`src/rtl/mos6502_pkg.sv`:
```
// Shared types and constants for the tinymos6502 cycle sequencer.
//   seq_state_t : sequencer top-level state
//   push_sel_t  : stack push source select
//   *_VEC_DEF   : default interrupt/reset vector addresses
//   T_* / T_MAX : T-state numbers used by the entry sequence
package mos6502_pkg;

  localparam int unsigned T_W    = 3;
  localparam int unsigned ADDR_W = 16;
  localparam int unsigned PUSH_W = 2;

  localparam logic [T_W-1:0] T_MAX      = T_W'(6);
  localparam logic [T_W-1:0] T_PUSH_PCH = T_W'(2);
  localparam logic [T_W-1:0] T_PUSH_PCL = T_W'(3);
  localparam logic [T_W-1:0] T_PUSH_P   = T_W'(4);
  localparam logic [T_W-1:0] T_VEC_LO   = T_W'(5);
  localparam logic [T_W-1:0] T_VEC_HI   = T_W'(6);

  localparam logic [ADDR_W-1:0] RST_VEC_DEF = 16'hFFFC;
  localparam logic [ADDR_W-1:0] NMI_VEC_DEF = 16'hFFFA;
  localparam logic [ADDR_W-1:0] IRQ_VEC_DEF = 16'hFFFE;

  typedef enum logic [1:0] {
    RUN       = 2'd0,
    INT_SEQ   = 2'd1,
    RESET_SEQ = 2'd2
  } seq_state_t;

  typedef enum logic [PUSH_W-1:0] {
    PUSH_NONE = 2'd0,
    PUSH_PCH  = 2'd1,
    PUSH_PCL  = 2'd2,
    PUSH_P    = 2'd3
  } push_sel_t;

  // Push source for a given entry-sequence T-state (T2..T4), none otherwise.
  function automatic push_sel_t push_for_t(input logic [T_W-1:0] t);
    unique case (t)
      T_PUSH_PCH: push_for_t = PUSH_PCH;
      T_PUSH_PCL: push_for_t = PUSH_PCL;
      T_PUSH_P:   push_for_t = PUSH_P;
      default:    push_for_t = PUSH_NONE;
    endcase
  endfunction

endpackage

```
`src/rtl/nmi_edge_detect.sv`:
```
// NMI rising-edge detector with a sticky pending flag.
//   clk, rst : core clock, async active-high reset
//   nmi      : raw NMI level
//   clr      : clear request for the pending flag
//   pend     : registered pending flag
//   rise_c   : combinational rising edge seen this cycle
module nmi_edge_detect (
  input  logic clk,
  input  logic rst,
  input  logic nmi,
  input  logic clr,
  output logic pend,
  output logic rise_c
);

  logic nmi_q;

  assign rise_c = nmi & ~nmi_q;

  // A fresh edge wins over a clear so an NMI arriving while the previous one
  // is being retired is not lost.
  always_ff @(posedge clk or posedge rst) begin
    if (rst) begin
      nmi_q <= 1'b0;
      pend  <= 1'b0;
    end else begin
      nmi_q <= nmi;
      if (rise_c) begin
        pend <= 1'b1;
      end else if (clr) begin
        pend <= 1'b0;
      end
    end
  end

endmodule

```
`src/rtl/cpu_cycle_sequencer.sv`:
```
// Cycle-level sequencer for the tinymos6502 core: T-state tracking,
// SYNC/RW/RDY handling, boundary arbitration of reset/NMI/IRQ/BRK and the
// 7-cycle interrupt/reset entry sequence.
//   inputs : clk, rst, rdy, irq, nmi, i_flag, insn_last, brk_op
//   outputs: t_state, sync, rw, int_active, force_brk, push_sel, b_flag,
//            vec_addr, vec_lo, vec_hi, set_i
module cpu_cycle_sequencer
  import mos6502_pkg::*;
#(
  parameter logic [15:0] RST_VEC = RST_VEC_DEF,
  parameter logic [15:0] NMI_VEC = NMI_VEC_DEF,
  parameter logic [15:0] IRQ_VEC = IRQ_VEC_DEF
) (
  input  logic              clk,
  input  logic              rst,
  input  logic              rdy,
  input  logic              irq,
  input  logic              nmi,
  input  logic              i_flag,
  input  logic              insn_last,
  input  logic              brk_op,
  output logic [T_W-1:0]    t_state,
  output logic              sync,
  output logic              rw,
  output logic              int_active,
  output logic              force_brk,
  output logic [PUSH_W-1:0] push_sel,
  output logic              b_flag,
  output logic [ADDR_W-1:0] vec_addr,
  output logic              vec_lo,
  output logic              vec_hi,
  output logic              set_i
);

  seq_state_t        state_q, state_d;
  logic [T_W-1:0]    t_q, t_d;
  logic              brk_q, brk_d;
  logic              vnmi_q, vnmi_d;
  logic              nmi_pend, nmi_rise_c, nmi_clr, nmi_take, stall;
  logic [ADDR_W-1:0] vec_base;

  nmi_edge_detect u_nmi (
    .clk    (clk),
    .rst    (rst),
    .nmi    (nmi),
    .clr    (nmi_clr),
    .pend   (nmi_pend),
    .rise_c (nmi_rise_c)
  );

  // An edge in the current cycle counts as pending so it is not one cycle late.
  assign nmi_take = nmi_pend | nmi_rise_c;
  // Read cycles stall on rdy low; write cycles always advance.
  assign stall    = ~rdy & rw;
  assign t_state  = t_q;
  assign vec_base = (state_q == RESET_SEQ) ? RST_VEC : (vnmi_q ? NMI_VEC : IRQ_VEC);

  // State register.
  always_ff @(posedge clk or posedge rst) begin
    if (rst) begin
      state_q <= RESET_SEQ;
      t_q     <= '0;
      brk_q   <= 1'b0;
      vnmi_q  <= 1'b0;
    end else begin
      state_q <= state_d;
      t_q     <= t_d;
      brk_q   <= brk_d;
      vnmi_q  <= vnmi_d;
    end
  end

  // Next-state logic.
  always_comb begin
    state_d = state_q;
    t_d     = t_q;
    brk_d   = brk_q;
    vnmi_d  = vnmi_q;
    nmi_clr = (state_q == RESET_SEQ);
    if (!stall) begin
      unique case (state_q)
        RUN: begin
          if (insn_last) begin
            t_d = '0;
            if (nmi_take || (irq && !i_flag)) begin
              state_d = INT_SEQ;
              brk_d   = 1'b0;
            end
          end else if ((t_q == T_W'(1)) && brk_op) begin
            // BRK joins the entry sequence at its first push cycle.
            state_d = INT_SEQ;
            t_d     = T_PUSH_PCH;
            brk_d   = 1'b1;
          end else begin
            t_d = t_q + T_W'(1);
          end
        end
        INT_SEQ: begin
          if (t_q == T_PUSH_P) vnmi_d = nmi_take;
          if ((t_q == T_VEC_LO) && vnmi_q) nmi_clr = 1'b1;
          if (t_q == T_MAX) begin
            state_d = RUN;
            t_d     = '0;
          end else begin
            t_d = t_q + T_W'(1);
          end
        end
        RESET_SEQ: begin
          if (t_q == T_MAX) begin
            state_d = RUN;
            t_d     = '0;
          end else begin
            t_d = t_q + T_W'(1);
          end
        end
        default: begin
          state_d = RESET_SEQ;
          t_d     = '0;
        end
      endcase
    end
  end

  // Output decode of the current state.
  always_comb begin
    sync       = 1'b0;
    rw         = 1'b1;
    int_active = 1'b0;
    force_brk  = 1'b0;
    push_sel   = PUSH_W'(PUSH_NONE);
    b_flag     = 1'b0;
    vec_lo     = 1'b0;
    vec_hi     = 1'b0;
    set_i      = 1'b0;
    vec_addr   = RST_VEC;
    unique case (state_q)
      RUN: begin
        sync = (t_q == T_W'(0));
      end
      INT_SEQ, RESET_SEQ: begin
        int_active = 1'b1;
        vec_lo     = (t_q == T_VEC_LO);
        vec_hi     = (t_q == T_VEC_HI);
        set_i      = (t_q == T_VEC_HI);
        if (t_q >= T_VEC_LO) begin
          vec_addr = vec_base + ADDR_W'(t_q == T_VEC_HI);
        end
        if (state_q == INT_SEQ) begin
          sync      = (t_q == T_W'(0));
          force_brk = (t_q == T_W'(0));
          b_flag    = brk_q;
          if ((t_q >= T_PUSH_PCH) && (t_q <= T_PUSH_P)) begin
            rw       = 1'b0;
            push_sel = PUSH_W'(push_for_t(t_q));
          end
        end
      end
      default: ;
    endcase
  end

  // T-state must stay within the 7-cycle window.
  a_t_state_max: assert property (@(posedge clk) disable iff (rst) t_q <= T_MAX);

endmodule

```
`config.mk`:
```
export PLATFORM = sky130hd
export DESIGN_NAME = cpu_cycle_sequencer
export DESIGN_NICKNAME = d
export VERILOG_FILES = /design/src/rtl/mos6502_pkg.sv /design/src/rtl/nmi_edge_detect.sv /design/src/rtl/cpu_cycle_sequencer.sv
export SDC_FILE = /design/constraint.sdc
export NUM_CORES = 1
export LEC_CHECK = 0
export ABC_AREA = 1
export ABC_CLOCK_PERIOD_IN_PS = 1950
export BUFFER_PORTS_ARGS = -buffer_cell sky130_fd_sc_hd__buf_2
export CORE_MARGIN = 10
export CORE_UTILIZATION = 45
export CTS_BUF_LIST = sky130_fd_sc_hd__clkbuf_4 sky130_fd_sc_hd__clkbuf_8
export CTS_CLUSTER_DIAMETER = 40
export DETAILED_ROUTE_END_ITERATION = 8
export PLACE_DENSITY = 0.86
export REMOVE_ABC_BUFFERS = 1
export SLEW_MARGIN = 25
export SYNTH_ARGS = -nofsm -noshare
export SYNTH_HDL_FRONTEND = slang
export SYNTH_SLANG_ARGS = --single-unit
```
`constraint.sdc`:
```
create_clock -name clk -period 1.95 [get_ports clk]
set_clock_uncertainty 0.15 [all_clocks]
set_input_delay 0.0975 -clock clk [delete_from_list [all_inputs] [get_ports clk]]
set_output_delay 0.0975 -clock clk [all_outputs]
set_load 0.05 [all_outputs]
```
==> results of run 1 <==
==> flip-flops by register name, summed over array words and instances, names as in the netlist <==
name / cells
u_nmi.pend: 1
state_q: 2
t_state: 3
brk_q: 1
u_nmi.nmi_q: 1
vnmi_q: 1
==> power by group through the flow <==
stage | clock (W) | combinational [W] | sequential (W)
final | 0.000170 | 0.00114 | 0.000325
after global routing | 0.000177 | 0.00123 | 0.000335
after CTS | 0.000165 | 0.00106 | 0.000316
after detailed placement | 0 | 0.000931 | 0.000319
after global placement | 0 | 0.000912 | 0.000317
after floorplan | 0 | 0.000657 | 0.000401
==> worst max-delay path, cell delays in order, from the launching register on <==
cell and delay [ns]:
dfstp_2 0.54, inv_2 0.05, ha_4 0.29, inv_4 0.05, nor4_4 0.24, buf_4 0.17, buf_8 0.13
==> path summary, 6_finish.rpt <==
check                                  startpoint                      to  slack (ns)  cells after the start
min in group asynchronous                     rst  state_q[0]$_DFFE_PP0P_        0.19                      3
max                        state_q[1]$_DFFE_PP1P_             vec_addr[1]       -0.05                      6
max reg2reg                state_q[1]$_DFFE_PP1P_      vnmi_q$_DFFE_PP0P_        0.08                      9
min reg2reg                     brk_q$_DFFE_PP0P_       brk_q$_DFFE_PP0P_        0.34                      2
max in group asynchronous                     rst  state_q[1]$_DFFE_PP1P_        1.15                      3
min                                        brk_op       brk_q$_DFFE_PP0P_        0.16                      5
==> synth_stat cells <==
cell | n | area, sq um
a211oi_1 | 1 | 7.51
a21oi_1 | 3 | 15.0
a21oi_2 | 1 | 8.76
buf_4 | 14 | 105
buf_6 | 1 | 11.3
conb_1 | 1 | 3.75
dfrtp_1 | 8 | 200
dfstp_2 | 1 | 26.3
ha_1 | 9 | 113
inv_1 | 16 | 60.1
inv_2 | 1 | 3.75
nand2_1 | 28 | 105
nand2_2 | 1 | 6.26
nand2_4 | 1 | 11.3
nand3_1 | 8 | 40.0
nand3b_1 | 2 | 15.0
nand3b_4 | 1 | 20.0
nand4_1 | 2 | 12.5
nor2_1 | 11 | 41.3
nor3_1 | 1 | 5.00
nor3b_1 | 1 | 7.51
nor4_1 | 1 | 6.26
o21ai_0 | 2 | 10.0
o21ai_1 | 2 | 10.0
==> repair_timing <==
item                                   4_1_cts  5_1_grt
gates cloned                                 0        0
gates resized for setup                     18       18
setup endpoints to repair                    9       16
hold buffers                                 4        0
setup buffers                                3        2
pin swaps                                    3        2
endpoints found under the hold margin       13        0
==> metal layers <==
layer  vias up  share of wire, %
met5         -                 0
met4         0               2.7
met3         7                11
met2        53                47
met1       370                40
li1        409                 -
==> per-stage QoR <==
| step | utilization [%] | instances | total power, W | hold WS [ns] |
|---|---|---|---|---|
| finish | 66.2 | 175 | 0.00164 | 0.158 |
| global route | 66.2 | 175 | 0.00174 | 0.211 |
| CTS | 61.9 | 173 | 0.00154 | 0.148 |
| detailed placement | 52.7 | 162 | 0.00125 | -0.0598 |
| global placement | 52.7 | 162 | 0.00123 | -0.0744 |
| floorplan | - | 114 | 0.00106 | -0.225 |
==> layout make-up <==
class	instances	area, sq um	share of cell area (%)
timing repair buffer	32	240	20.8
inverter	17	66.3	5.74
sequential	9	226	19.6
tap	25	31.3	2.71
multi-input combinational	88	561	48.5
clock buffer	4	30.0	2.60
==> cells by family (layout without fill, tap and decap cells) <==
| kind of cell | count (synthesis) | in the layout | share of synthesized area, % |
|---|---|---|---|
| fa+ha+maj | 9 | 9 | 13.3 |
| compound gates | 9 | 9 | 6.07 |
| flops | 9 | 9 | 26.8 |
| simple gates | 57 | 57 | 32.0 |
| other cells | 1 | 13 | 0.444 |
| buf+inv | 32 | 53 | 21.3 |
==> results_dict.tcl, run 1 <==
set metrics [dict create \
    use_met3_pct 3.89 \
    grt.busiest_layer "met2" \
    drtIter0Drc 54 \
    use_met1_pct 12.5 \
    p_leak_nw 0.613 \
    final_common_cell "nand2_1" \
    slew_viol_final 0 \
    power.internal_w 0.000675 \
    grt-ovfl-total 0 \
    ys_seq_elements 9 \
    antenna_cells 0 \
    drive_gt1_share_pct 33.3 \
    cts_root_buf "clkbuf_4" \
    grt_use_total_pct 11.5 \
    switching_share_pct 58.7 \
    hold_class "in2reg" \
    power_density_nw_per_um2 1420 \
    period_share_pct 102 \
    tns_ns -0.104 \
    drv_cap 0 \
    max_freq_mhz 500 \
    drtPass1Iterations 6 \
    critPathCaptureType "primary output" \
    rsz0062_at_grt "true" \
    switchingPower_w 0.000961 \
    cts_tree "yes" \
    min_period_ns 2.00 \
    wl_per_cell_um 13.8 \
    path_class "reg2out" \
    antenna_found_initial 0 \
    cp_max_fo 4 \
    ys_warn_count 0 \
    dieHeight_um 63.3 \
    clkTransAtPathRegs_ns 0.07 \
    h-tree-depth 1 \
    p_seq_share_pct 19.9 \
    ys_types 24 \
    ir_drop_mv 0.745 \
    cts_buffer_depth 2 \
    final.setup.worst_slack_ns -0.0486 \
    io_pins 37 \
    dieWidth_um 63.3 \
    grt_pass1_vias 885 \
    final_cell_mix "nand2_1, inv_1, conb_1, buf_2, nor2_1" \
    violations "setup timing" \
    place_ws_ns 0.0172 \
    initial_core_util_pct 48.4 \
    cp.arrival_ns 1.75 \
    die_area_sq_um 4010 \
    stdcell_area_sq_um 1150 \
    drc 0 \
    worst_ep_required_time_ns 1.70 \
    synth_area_sq_um 845 \
    p_comb_share_pct 69.7 \
    vias 839 \
    coreArea_sq_um 1750 \
    syn_to_final_growth_pct 36.7 \
    n_fill_cell 140 \
    grt_pass1_wl_um 3880 \
    insertion_delay_ns 0.27 \
    grt_max_degree 14 \
    synth_area_per_cell_sq_um 7.22 \
    place_hpwl_um 1600 \
    routed_wl_um 2410 \
    viasPerCell 4.79 \
    final_nets 168 \
    port-buffer-count 23 \
    ant_nets 0 \
    cts.sinks 9 \
    dpl_cell_area_sq_um 920 \
    numCtsBuffers 3 \
    status "finished, violations left" \
    met2_usage_pct 18.7 \
    setup.worst_path.start_class "flop" \
    syn_inst 117 \
    setup_viol 5 \
    routabilityCongestion 0.867 \
    p_clk_share_pct 10.4 \
    num_rows 15 \
    hold_violations 0 \
    ys_seq_area_share_pct 26.8 \
]
Power figures use the tool's default switching activity.
==> run 2, diff against run 1 <==
--- a/config.mk
+++ b/config.mk
@@ -7,7 +7,8 @@
 export LEC_CHECK = 0
 export ABC_AREA = 1
 export ABC_CLOCK_PERIOD_IN_PS = 1950
-export BUFFER_PORTS_ARGS = -buffer_cell sky130_fd_sc_hd__buf_2
+export BUFFER_PORTS_ARGS = -buffer_cell sky130_fd_sc_hd__buf_4
+export CAP_MARGIN = 20
 export CORE_MARGIN = 10
 export CORE_UTILIZATION = 45
 export CTS_BUF_LIST = sky130_fd_sc_hd__clkbuf_4 sky130_fd_sc_hd__clkbuf_8
==> run 2 against run 1 <==
  * The flow still finishes with violations (setup timing)
  * Sequential power up 3%
  * Sequential cell count unchanged
  * Critical path depth shrank 1
  * Hold slack got worse by 0.16 ns
  * Routed wire length is 6.6% lower
  * Largest cell class unchanged
  * Highest routed layer unchanged
==> results_dict.tcl, run 2 (synthesis gave the netlist of run 1 again) <==
set metrics [dict create \
    clkTransAtPathRegs_ns 0.07 \
    multi_input_area_sq_um 547 \
    status "finished, violations left" \
    cp_max_fo 5 \
    hold_class "in2reg" \
    cts_buffer_depth 2 \
    cts_tree "yes" \
    io_pins 37 \
    dieWidth_um 63.3 \
    power.internal_w 0.000674 \
    place_hpwl_um 1710 \
    grt_pass1_vias 879 \
    setup.worst_path.start_class "flop" \
    stdcell_area_sq_um 1120 \
    grt_use_total_pct 11.0 \
    ant_nets 0 \
    grt_pass1_wl_um 3680 \
    switchingPower_w 0.000918 \
    cts_root_buf "clkbuf_4" \
    syn_to_final_growth_pct 32.7 \
    power_density_nw_per_um2 1420 \
    seqCellArea_sq_um 228 \
    ir_drop_mv 0.731 \
    antenna_found_initial 0 \
    drive_gt1_share_pct 31.0 \
    vias 853 \
    viasPerCell 5.02 \
    routed_wl_um 2250 \
    place_ws_ns 0.0349 \
    final_common_cell "nand2_1" \
    port-buffer-count 23 \
    setup_viol 1 \
    cts.sinks 9 \
    violations "setup timing" \
    slew_viol_final 0 \
    routabilityCongestion 0.841 \
    largest_reg_flops 3 \
    path_class "reg2out" \
    p_clk_share_pct 9.8 \
    cp.arrival_ns 1.71 \
    period_share_pct 100 \
    numCtsBuffers 3 \
    dpl_cell_area_sq_um 977 \
    antenna_cells 0 \
    max_freq_mhz 512 \
    slowest_delay_ns 0.54 \
    min_period_ns 1.95 \
    p_leak_nw 0.591 \
    n_fill_cell 145 \
    final_cell_mix "nand2_1, buf_4, inv_1" \
    p_comb_share_pct 69.2 \
    worst_ep_required_time_ns 1.70 \
    drtPass1Iterations 4 \
    die_area_sq_um 4010 \
    grt-ovfl-total 0 \
    final.setup.worst_slack_ns -0.00399 \
    dieHeight_um 63.3 \
    path_cells "inv_2, ha_4, inv_1, nor3_1, buf_4" \
    coreArea_sq_um 1750 \
    grt_max_degree 14 \
    hold_violations 0 \
    insertion_delay_ns 0.25 \
    h-tree-depth 1 \
    drc 0 \
    rsz0062_at_grt "true" \
    num_rows 15 \
    wl_per_cell_um 13.2 \
    drtIter0Drc 32 \
    final_nets 163 \
    switching_share_pct 57.7 \
    p_seq_share_pct 20.9 \
    initial_core_util_pct 48.4 \
    crit_slowest_cell "dfstp_2" \
    critPathCaptureType "primary output" \
    drv_cap 0 \
]
-- run 2: worst max-delay path: cells and delay by family, from the launching register on --
kind	cells	cell delay (ns)
buffers and inverters	3	0.39
AND/OR/NAND/NOR	1	0.24
flip-flops	1	0.54
adder cells (fa/ha/maj)	1	0.27
-- run 2: through the flow --
stage               power, W  utilization [%]  setup TNS, ns  hold slack, ns  cells
finish               0.00159             64.2       -0.00399         0.00148    170
global route         0.00170             64.2         -0.211          0.0558    170
CTS                  0.00155             62.3              0        0.000148    170
detailed placement   0.00131             56.0              0         -0.0535    162
global placement     0.00129             56.0              0         -0.0577    162
floorplan            0.00106                -         -11.59          -0.225    114
-- run 2: per-layer routing --
metal / vias up / track usage [%] / part of all wire (%)
li1: 402 / - / -
met1: 409 / 10.7 / 39
met2: 36 / 18.5 / 47
met3: 6 / 4.95 / 11
met4: 0 / 7.10 / 2.9
met5: - / 0 / 0
-- run 2: final timing paths --
path                       slack (ns)                     end                    from  cells after the start
setup / recovery               -0.004             vec_addr[0]  state_q[1]$_DFFE_PP1P_                      5
hold / removal                  0.001       brk_q$_DFFE_PP0P_               insn_last                      4
setup reg to reg                 0.07  state_q[0]$_DFFE_PP0P_  state_q[1]$_DFFE_PP1P_                      9
hold reg to reg                  0.35      vnmi_q$_DFFE_PP0P_      vnmi_q$_DFFE_PP0P_                      2
max in group asynchronous        1.08  state_q[1]$_DFFE_PP1P_                     rst                      3
min in group asynchronous        0.26      vnmi_q$_DFFE_PP0P_                     rst                      3
-- run 2: area by class of cell --
type                    count  area share, %
inverters                  17           5.92
flip-flops and latches      9           20.3
repair buffers             27           19.5
multi-input cells          88           48.8
clock buffers               4           2.68
well taps                  25           2.79
-- run 2: timing repair --
item                       in CTS  in global routing
setup endpoints to repair       7                  8
buffers inserted                2                  0
pin swaps                       1                  2
hold endpoints to repair       11                  0
hold buffers                    2                  0
resized for setup              12                  5
-- run 2: power by group through the flow --
stage / clock network [W] / logic (W) / registers (W)
global route: 0.000170 / 0.00119 / 0.000341
global placement: 0 / 0.000967 / 0.000319
detailed placement: 0 / 0.000989 / 0.000322
finish: 0.000157 / 0.00110 / 0.000334
floorplan: 0 / 0.000657 / 0.000401
CTS: 0.000164 / 0.00106 / 0.000322
